File: config.mk
export PLATFORM = sky130hd
export DESIGN_NAME = switch_debounce
export DESIGN_NICKNAME = d
export VERILOG_FILES = /design/src/rtl/switch_debounce.sv
export SDC_FILE = /design/constraint.sdc
export NUM_CORES = 1
export LEC_CHECK = 0
export BUFFER_PORTS_ARGS = -buffer_cell sky130_fd_sc_hd__buf_4
export CAP_MARGIN = 20
export CORE_MARGIN = 10
export CORE_UTILIZATION = 62
export DETAILED_ROUTE_END_ITERATION = 10
export PLACE_DENSITY = 0.8
export SLEW_MARGIN = 20
export SYNTH_ARGS = -nofsm -noshare
export SYNTH_HDL_FRONTEND = slang
export SYNTH_SLANG_ARGS = --single-unit
File: constraint.sdc
create_clock -name clk -period 2.75 [get_ports clk]
set_input_delay 0.4125 -clock clk [delete_from_list [all_inputs] [get_ports clk]]
set_output_delay 0.4125 -clock clk [all_outputs]
set_load 0.1 [all_outputs]
File: src/rtl/switch_debounce.sv
// Five-channel debouncer for active-low ext-board switches.
// Each channel has a 2-flop synchronizer, a persistence counter and registered press/release pulses.
module switch_debounce #(
  parameter int unsigned DEBOUNCE_CYCLES = 270000
) (
  input  logic       clk,
  input  logic       rst,
  input  logic [5:1] nSwitch,
  output logic [5:1] nSwitchClean,
  output logic [5:1] pressed,
  output logic [5:1] released
);

  localparam int unsigned CW = $clog2(DEBOUNCE_CYCLES);
  localparam logic [CW-1:0] LAST = CW'(DEBOUNCE_CYCLES - 1);

  logic [5:1]    sync1;
  logic [5:1]    sync2;
  logic [CW-1:0] count [1:5];
  logic [5:1]    differ;
  logic [5:1]    expire;

  // A channel accepts its new level on the edge where the disagreement
  // has already been counted DEBOUNCE_CYCLES-1 times.
  always_comb begin
    differ = '0;
    expire = '0;
    for (int unsigned i = 1; i <= 5; i++) begin
      differ[i] = sync2[i] ^ nSwitchClean[i];
      expire[i] = differ[i] && (count[i] == LAST);
    end
  end

  always_ff @(posedge clk) begin
    if (rst) begin
      sync1        <= '1;
      sync2        <= '1;
      nSwitchClean <= '1;
      pressed      <= '0;
      released     <= '0;
      for (int unsigned i = 1; i <= 5; i++) begin
        count[i] <= '0;
      end
    end else begin
      sync1        <= nSwitch;
      sync2        <= sync1;
      nSwitchClean <= nSwitchClean ^ expire;
      pressed      <= expire & nSwitchClean;
      released     <= expire & ~nSwitchClean;
      for (int unsigned i = 1; i <= 5; i++) begin
        if (!differ[i] || expire[i]) begin
          count[i] <= '0;
        end else begin
          count[i] <= count[i] + CW'(1);
        end
      end
    end
  end

endmodule
==> metrics list, run 1 <==
- For the final routed database, the setup TNS stands at 0 ps.
- Clock tree synthesis inserted a total of 17 buffers.
- Vias: 4,669
- Post-layout util: 77.73%
* Slowest cell delay on critical path: 570 ps
* Post-CTS Resized: 0
* Clock tree buffer depth: 2
- Overall die height: 118.6 um
* Post-CTS clock slew at the launch and capture registers of the worst setup and hold paths: 60 ps
* Sequential cell fraction of total power: 48.0%
- Pin count of the biggest net entering global routing: 33
- The slowest stage of the critical path is the or4_4 cell.
- Post-synth EDFFs: 95
* PwrDens: 605.2 nW/um^2
* Hold path startpoint: nSwitch[5]
* First-pass GRT wire length: 20.84 mm
- The largest total area in the synthesized netlist belongs to edfxtp_1.
- DRC viols: 0
- Worst path cell trace: or4_4, or4_4, o21ai_4, nor2_1
* Top layer in use: met4
* Worst clock skew: 10.94 ps
* Filler cell count in the final layout: 628
- The clock net in this run drives a total of 120 sinks.
* Routed length on met2: 5.951 mm
- Signal arrival time at the worst endpoint: 2630 ps
- Count of buffering cells on the critical path with inverters included: 0
- Core outline area: 9328 um^2
- In the final layout, the share of cells above drive strength 1 is 10.34%.
- Combinational logic burns 3.4% of the power.
- Kind of critical path: reg2reg
* Sequential-to-total area share from yosys stat: 55.68%
- The worst register-to-register path ends at count[0][70]$_SDFFCE_PN0P_.
- Worst-Skew Late Latency: 510 ps
- Shortest period the worst path allows: 2393 ps
- In this run the tightest slew margin relative to its limit is 52.20%.
- Kind of path behind the tightest hold check: in2reg
- Total length of routed wires: 11.98 mm
- Fraction of power consumed by the clock network: 48.6%
- The worst setup path is launched from a flop.
- Routability-driven placement finished with a final weighted congestion of 0.8421.
* Count of input and output buffers: 21
* Number of buffers inserted to repair setup after CTS: 0
* Number of buffers inserted by hold repair at cts: 0
- Number of warnings printed during yosys synthesis: 0
- Static timing analysis puts the maximum clock frequency at 0.4179 GHz.
* Total of flip-flops plus latches after synthesis: 120
* Clock tree from TritonCTS: yes
* Highest net fanout along the worst path: 15
* Leakage dissipation: 2.525 nW
- The count of nets left with antenna violations once routing finished came out at 0.
- Switching power share of the total: 20.68%
* Aggregate global-route resource usage: 17.63%
- Share of the synthesized area in the top cell type: 47.37%
- The cell family contributing the most delay on the critical path is simple AND/OR/NAND/NOR gates.
- Setup violations remaining at the end of the flow were counted as 0.
* Status: complete, no violations
- In the layout the commonest cells are edfxtp_1, conb_1, nor2_1.
- Internal reg-to-reg setup slack: 360 ps
* Number of different library cells in the post-synthesis netlist: 38
- Pins Over Slew Limit: 0
- Post-Synthesis Mean Instance Area: 10.56 um^2
- In this run the critical register-to-register path is launched from count[0][61]$_SDFFCE_PN0P_.
- IR analysis of the VDD net gives a maximum drop of 0.3683 mV.
- The area growth from synthesis to layout is 20.40%.
- Setup repair after global routing left no endpoint under its margin.
* Max H-tree Level: 4
* Detailed-route wire length on metal 1: 5.230 mm
* Count of max-cap constraint violations: 0
- Most common cell type on the critical path: or4_4
- Average wire per standard cell: 14.35 um
- Along the worst hold path, the cell count comes to 2.
* Horizontal die dimension: 118.6 um
- The worst hold path terminates at sync1[5]$_SDFF_PP1_.
* Clk root buf: clkbuf_8
- I/O pins: 22
- Summed over all nets, the switching power comes to 0.9077 mW.
- For this configuration, the core starts out at a cell density of 64.56%.
* First-pass DRT Iterations: 8
- At the pin with the least slew margin, the transition time is 710.5 ps.
- Most used DFF post-synth: edfxtp_1
- Initial antenna violation count: 0
* Biggest area contributors in the synthesized netlist: edfxtp_1, dfxtp_1, nor2_1, xnor2_1, xor2_1
- Period Utilization, post-route: 87.01%
- Required time at the worst-slack endpoint: 2990 ps
- The die covers 14,060 um^2.
* Count of cell instances traversed by the critical path: 4
- Endpoints failing hold: 0
* Power Total: 4.388 mW
* Total standard cell area after synthesis: 6022 um^2
- The first routing iteration left 525 violations.
- Hold slack: 89.99 ps
* Half-perimeter wire length of the detailed placement result: 8.204 mm
- Post-synthesis instance total: 570
- The worst setup path is captured at a flop.
* Overflow left after global routing: 0
* Number of global-route vias before repair: 4,633
- Internal Power: 3.481 mW
* Metal3 WL: 610 um
- Net count reported at finish: 705
- Using the TritonRoute via totals, the vias-per-cell ratio works out to 5.592.
- Share of async-settable or async-resettable flops after synthesis: 0%
- Antenna Cells: 0
* Cell Rows: 35
- Worst Reg-to-Reg Cells: 4
==> worst max path at each step <==
stage                                     from                         end
finish              count[0][61]$_SDFFCE_PN0P_  count[0][70]$_SDFFCE_PN0P_
global route        count[0][61]$_SDFFCE_PN0P_  count[0][71]$_SDFFCE_PN0P_
floorplan           count[0][72]$_SDFFCE_PN0P_  count[0][64]$_SDFFCE_PN0P_
CTS                 count[0][61]$_SDFFCE_PN0P_  count[0][71]$_SDFFCE_PN0P_
detailed placement  count[0][61]$_SDFFCE_PN0P_  count[0][71]$_SDFFCE_PN0P_
global placement    count[0][61]$_SDFFCE_PN0P_  count[0][71]$_SDFFCE_PN0P_
==> routing by layer <==
layer  vias up  track usage [%]
met4         0            6.947
met2       170            29.15
met1      2209            21.57
met5         -                0
li1       2265                -
met3        25            4.569
==> synthesized netlist by cell type, types with 4 or more instances <==
library cell  number
or3_1             11
o21ai_0           12
and4_1            14
edfxtp_1          95
dfxtp_1           25
a21oi_1           22
o21ai_1            4
xor2_1            33
ha_1               5
and3_1            10
nand2_1           27
xnor2_1           35
nor3_1            19
clkbuf_1          12
inv_1              5
nand3_1           34
nand4_1           37
or4_1              6
or2_2             13
nor4_1            19
and2_1             6
nor2_1            90
nand2b_1          11
o31ai_1            4
==> kinds of logic (layout without fill, tap and decap cells) <==
family,count (synthesis),count (layout),share of synthesized area [%]
xor gates and xnor gates,68,68,9.890
adders and majority gates,5,5,1.039
DFF,120,120,55.68
AOI/OAI and AO/OA,46,46,4.280
buffers and inverters,22,64,1.683
and+or+nand+nor,305,305,26.86
other,1,95,0.06227
muxes,3,3,0.4987
==> power by group through the flow <==
stage               registers, mW  logic [mW]  clock network, mW
global route                 2.12       0.169               2.27
CTS                          2.10       0.141               2.16
detailed placement           2.14       0.137                  0
finish                       2.11       0.147               2.13
floorplan                    2.11       0.118                  0
global placement             2.13       0.135                  0
==> registers in the layout (all words and copies together), names as in the netlist, named ones only <==
name	flops
sync1	5
pressed	5
sync2	5
released	5
count	95
==> through the flow <==
stage / instance area [um^2] / std cells / worst slack, ps
2_1_floorplan: 6375 / 664 / 570.8
3_3_place_gp: 6656 / 803 / 458.3
3_5_place_dp: 6656 / 803 / 387.8
4_1_cts: 7251 / 835 / 361.4
5_1_grt: 7251 / 835 / 235.1
6_report: 7251 / 835 / 357.3
==> layout make-up <==
class / count / area, um^2 / area share [%]
clock inverters: 4 / 23.77 / 0.3279
repair buffers: 27 / 202.7 / 2.796
inverters: 5 / 18.77 / 0.2588
well taps: 129 / 161.4 / 2.226
flip-flops and latches: 120 / 3353 / 46.25
multi-input cells: 522 / 2920 / 40.28
clock buffers: 28 / 570.5 / 7.869
Note: power is estimated with default switching activity, not from simulation.
==> run 2, diff against run 1 <==
CORE_UTILIZATION = 56   (was 62)
GPL_TIMING_DRIVEN = 1   (was default)
PLACE_DENSITY = 0.76   (was 0.8)
clock period = 2.2 ns   (was 2.75 ns; I/O delays follow)
==> run 2 against run 1 <==
Register-to-register slack got worse by 260 ps; largest cell class unchanged; count of clock-buffer cells in the layout decreased by 11; highest routed layer unchanged; critical endpoint is now count[0][71]$_SDFFCE_PN0P_; combinational power grew 42%.
==> metrics list, run 2 (synthesis gave the netlist of run 1 again) <==
- First-iteration detailed-routing DRC count: 310
- The completed layout was analyzed and its total power is 5.510 mW.
* Count of max-cap constraint violations: 0
* Period Utilization, post-route: 95.58%
- Sinks on Clock Net: 120
* Layout cell share with drive strength beyond 1: 13.54%
- Status: complete, no violations
- Setup slack closes at 97.24 ps.
- Register with the most flip-flops: count
- After clock tree synthesis, the clock-pin slew on the worst setup and hold paths is 60 ps.
- Total Negative Setup Slacks: 0 ps
- In this run the tightest slew margin relative to its limit is 64.60%.
- After layout, the minimum clock period comes to 2103 ps.
* Worst slack at placement: 18.16 ps
- Setup violations remaining at the end of the flow were counted as 0.
- Wire segments on met3 add up to 495 um in the final route.
- In this run the standard cell core region covers 10,420 um^2.
* Combined flip-flop and latch cell area: 3353 um^2
- STA classifies the critical path startpoint as a flop.
* Kind of path behind the tightest hold check: in2reg
* First-pass DRT Iterations: 5
* Worst-Skew Late Latency: 520 ps
- After detailed routing, the number of vias per cell comes to 5.321.
- The multi-input combinational cells in the finished layout cover a total of 2928 um^2.
- In the routed design, unresolved DRC markers number 0.
- Highest net fanout along the worst path: 10
- Capturing element type of the critical path: flop
- Across every metal layer, demand over resource in global routing totals 16.20%.
* Worst IR drop on VDD: 0.4649 mV
* Half-perimeter wire length of the detailed placement result: 8.281 mm
* Clk root buf: clkbuf_8
- I/O pins: 22
* Overall die area: 15,300 um^2
- Detailed routing inserted a total of 4,613 vias.
- Cells fill 71.57% of the core in the end.
* Final RePlAce weighted congestion: 0.8798
- Pins Over Slew Limit: 0
- Filler cell count in the final layout: 762
- The area growth from synthesis to layout is 23.79%.
- Clock skew on the completed layout was measured at 7.049 ps.
* Number of global-route vias before repair: 4,584
* Fmax: 0.4756 GHz
* Number of flip-flops in the largest register: 95
- For the pin with the worst max-slew slack, the measured transition is 531.0 ps.
- The number of hold violations in the final report is 0.
- The final layout contains routed wiring with a total length of 11.63 mm.
- Horizontal die dimension: 123.7 um
* Number of CTS-inserted buffers: 17
- The routed design uses 5.777 mm of met2 wire.
- In the layout the commonest cells are edfxtp_1, conb_1, nor2_1.
* Clock tree buffer depth: 2
* Initial antenna violation count: 0
- Count of input and output buffers: 21
- Once the floorplan was initialized, standard cells occupied 57.81% of the core.
- 0 antenna diodes ended up in the layout.
- In this run the core area contains 37 standard-cell rows.
- The floorplan step set the die height to 123.7 um.
- Entering global routing, the biggest net connects 33 pins.
* Detailed-route wire length on metal 1: 5.160 mm
- The first global-routing pass estimated 20.00 mm of wire.
- Top layer in use: met4
* RSZ-0062 raised after global routing: false
- In the final routed layout, each cell accounts on average for 13.41 um.
* Signal arrival time at the worst endpoint: 2370 ps
- Post-route antenna net violation count: 0
- Net count reported at finish: 730
* Kind of critical path: reg2reg
- Leakage dissipation: 2.627 nW
* Required time at the worst-slack endpoint: 2470 ps
- After global routing the overflow that remains totals 0.
* Max H-tree Level: 4
- PwrDens: 739.1 nW/um^2
- TritonCTS built the clock tree.
[run 2: path summary, 6_finish.rpt]
path                            slack (ps)  cells past startpoint                    endpoint                       start
worst max register to register         100                      5  count[0][71]$_SDFFCE_PN0P_  count[0][63]$_SDFFCE_PN0P_
worst max-delay path                   100                      5  count[0][71]$_SDFFCE_PN0P_  count[0][63]$_SDFFCE_PN0P_
worst min register to register         410                      1         sync2[4]$_SDFF_PP1_         sync1[4]$_SDFF_PP1_
worst min-delay path                    30                      2         sync1[1]$_SDFF_PP1_                  nSwitch[1]
[run 2: what timing repair did]
item,4_1_cts,5_1_grt
resized for setup,0,3
setup endpoints to repair,0,14
endpoints found under the hold margin,4,0
hold buffers,4,0
setup buffers,0,4
[run 2: critical path: stages, from the launching register on]
cell and delay [ps]:
edfxtp_1 400, or4_4 550, or4_4 550, o21ai_4 150, buf_6 160, nor2_1 60
[run 2: final cells by class]
cell class	count	area share, %
Clock buffer	17	5.556
Clock inverter	15	2.232
Inverter	5	0.2518
Multi-Input combinational cell	522	39.27
Sequential cell	120	44.98
Tap cell	136	2.283
Timing Repair Buffer	52	5.421
[run 2: power by group]
| group | leakage, nW | internal (mW) | switching (mW) | total [mW] |
|---|---|---|---|---|
| clock network | 0.277 | 1.63 | 1.05 | 2.68 |
| logic | 1.17 | 0.0918 | 0.117 | 0.209 |
| registers | 1.18 | 2.53 | 0.0905 | 2.62 |
[run 2: routing by layer]
metal  vias to the layer above  GRT usage [%]
li1                       2331              -
met1                      2174          18.72
met2                        91          27.32
met3                        17          4.842
met4                         0          7.132
met5                         -              0
[run 2: through the flow]
stage                     hold WS [ps]  cell area (um^2)  cells
after global placement           394.1              6793    827
after floorplan                  389.5              6375    664
final                            33.40              7455    867
after CTS                        9.864              7413    863
after detailed placement         399.1              6793    827
after global routing             6.974              7455    867
==> run 3, diff against run 2 <==
--- a/config.mk
+++ b/config.mk
@@ -14,2 +14,3 @@
 export PLACE_DENSITY = 0.76
+export SETUP_SLACK_MARGIN = 0.3
 export SLEW_MARGIN = 20
--- a/constraint.sdc
+++ b/constraint.sdc
@@ -3,2 +3,2 @@
 set_output_delay 0.33 -clock clk [all_outputs]
-set_load 0.1 [all_outputs]
+set_load 0.05 [all_outputs]
==> run 3 against run 2 <==
The flow now finishes with violations (negative setup slack); global-route usage grew 0.46 points; sequential power hardly changed; flip-flop and latch count unchanged; critical endpoint is now count[0][70]$_SDFFCE_PN0P_; largest cell class unchanged.
==> metrics list, run 3 (synthesis gave the netlist of run 1 again) <==
- In this run the number of H-tree levels came out at 4.
- Via density per instance: 5.460
* Required time at the worst-slack endpoint: 2470 ps
* Final-report setup violation count: 13
- Routability-driven placement finished with a final weighted congestion of 0.8721.
* Worst relative slew slack: 59.33%
* Pins Over Slew Limit: 0
- Setup repair after global routing could not meet its margin everywhere.
* Shortest period the worst path allows: 2224 ps
* Count of input and output buffers: 21
* Slew at the pin with the worst max-slew slack: 604.4 ps
- Initial antenna violation count: 0
- Pin count of the biggest net entering global routing: 33
- Pin placement for this block handled 22 I/O pins.
- For this run, the total global-route usage over all layers was measured as 16.66%.
- Endpoints failing hold: 0
* Area growth, synth to finish: 28.80%
* Capturing element type of the critical path: flop
* Worst-Skew Late Latency: 520 ps
- Core outline area: 10,420 um^2
- Timing would allow up to 0.4497 GHz.
- Number of global-route vias before repair: 4,451
* Slowest cell delay on critical path: 560 ps
* Layout cell share with drive strength beyond 1: 17.36%
- Worst IR drop on VDD: 0.4872 mV
- Counting every sink on the clock net gives 120.
* Clock tree from TritonCTS: yes
- In the final routed layout, each cell accounts on average for 14.85 um.
- In the final design database the tool counted 742 nets.
- In the finished design, the share of the clock period the worst path needs comes to 101.1%.
- Internal reg-to-reg setup slack: -20 ps
- The detailed router finished its first iteration with 415 violations.
- The library cells used most frequently in the layout, excluding fill and tap cells, are edfxtp_1, conb_1, nor2_1.
- Cell Rows: 37
- For this configuration, the core starts out at a cell density of 57.81%.
* Number of CTS-inserted buffers: 17
- Critical-path top delay cell: or4_4
* Register with the most flip-flops: count
* Kind of critical path: reg2reg
- Once routing completed, OpenROAD measured the worst setup slack at -23.77 ps.
- Number of flip-flops in the largest register: 95
* First-pass GRT wire length: 20.54 mm
- The routed design has 13.05 mm of wire.
- Across the run, the number of max-cap violations was 0.
- After global routing the overflow that remains totals 0.
* Antenna Cells: 0
* Half-perimeter wire length of the detailed placement result: 8.273 mm
* Count of buffering cells on the critical path with inverters included: 1
- Horizontal die dimension: 123.7 um
* Clock tree buffer depth: 2
- Clk root buf: clkbuf_8
- In the final timing run, aggregate negative setup slack is -172.2 ps.
- CP delay by family, top: simple AND/OR/NAND/NOR gates
* Status: complete, but fails checks
* PwrDens: 742.5 nW/um^2
- Most common cell type on the critical path: or4_4
- On the final layout, the worst hold slack is 22.39 ps.
- Violated checks: negative setup slack
* Crit start category: flop
- The pre-antenna-repair detailed-routing pass consisted of 5 iterations.
* Highest net fanout along the worst path: 7
- Overall die area: 15,300 um^2
- Leakage dissipation: 2.748 nW
* Worst clock skew: 4.704 ps
- Post-route antenna net violation count: 0
- After clock tree synthesis, the clock-pin slew on the worst setup and hold paths is 60 ps.
- Data arrives at the worst endpoint at 2490 ps.
- In this run the vertical extent of the chip is 123.7 um.
- For this run, design rule violations remaining after detail routing come to 0.
- The tightest min-delay check is of the in2reg type.
- Traced cell by cell, the critical path runs through or4_4, or4_4, o21ai_4, clkbuf_16, nor2_1.
* Vias: 4,799
## run 3: where the power goes
| group | switching [mW] | total [mW] | internal (mW) |
|---|---|---|---|
| logic | 0.128 | 0.233 | 0.105 |
| clock network | 0.941 | 2.89 | 1.95 |
| registers | 0.0983 | 2.63 | 2.53 |
## run 3: routing by layer
metal / wire length, um / part of all wire [%] / GRT usage [%] / vias up
met2: 6561 / 50 / 26.26 / 148
met5: 0 / 0 / 0 / -
met4: 190 / 1.5 / 5.822 / 0
li1: - / - / - / 2350
met3: 638 / 4.9 / 4.932 / 24
met1: 5660 / 43 / 21.46 / 2277
## run 3: path summary, 6_finish.rpt
kind                                   start                          to  depth (start not counted)
setup / recovery  count[0][61]$_SDFFCE_PN0P_  count[0][70]$_SDFFCE_PN0P_                          5
hold / removal                    nSwitch[2]         sync1[2]$_SDFF_PP1_                          2
setup reg to reg  count[0][61]$_SDFFCE_PN0P_  count[0][70]$_SDFFCE_PN0P_                          5
hold reg to reg          sync1[4]$_SDFF_PP1_         sync2[4]$_SDFF_PP1_                          1
## run 3: per-stage QoR
step / power, mW / instances / utilization, % / instance area [um^2] / setup slack (ps)
CTS: 5.745 / 860 / 72.07 / 7507 / 75.33
floorplan: 2.791 / 664 / - / 6410 / 47.59
global route: 5.937 / 879 / 74.46 / 7756 / -83.91
detailed placement: 2.855 / 818 / 65.00 / 6770 / 57.93
finish: 5.759 / 879 / 74.46 / 7756 / -23.77
global placement: 2.844 / 818 / 65.00 / 6770 / 99.84
## run 3: repair_timing
action,4_1_cts,5_1_grt
cloned,0,1
hold buffers,3,1
setup buffers,7,17
pin swaps,3,12
setup endpoints to repair,36,54
endpoints found under the hold margin,3,1
gates resized for setup,3,22
## run 3: final cells by class
class / instances / area [um^2]
well taps: 136 / 170.2
repair buffers: 64 / 540.5
inverters: 5 / 18.77
flip-flops and latches: 120 / 3353
clock buffers: 24 / 480.5
clock inverters: 8 / 141.4
multi-input cells: 522 / 3052
fillers: 713 / 2660
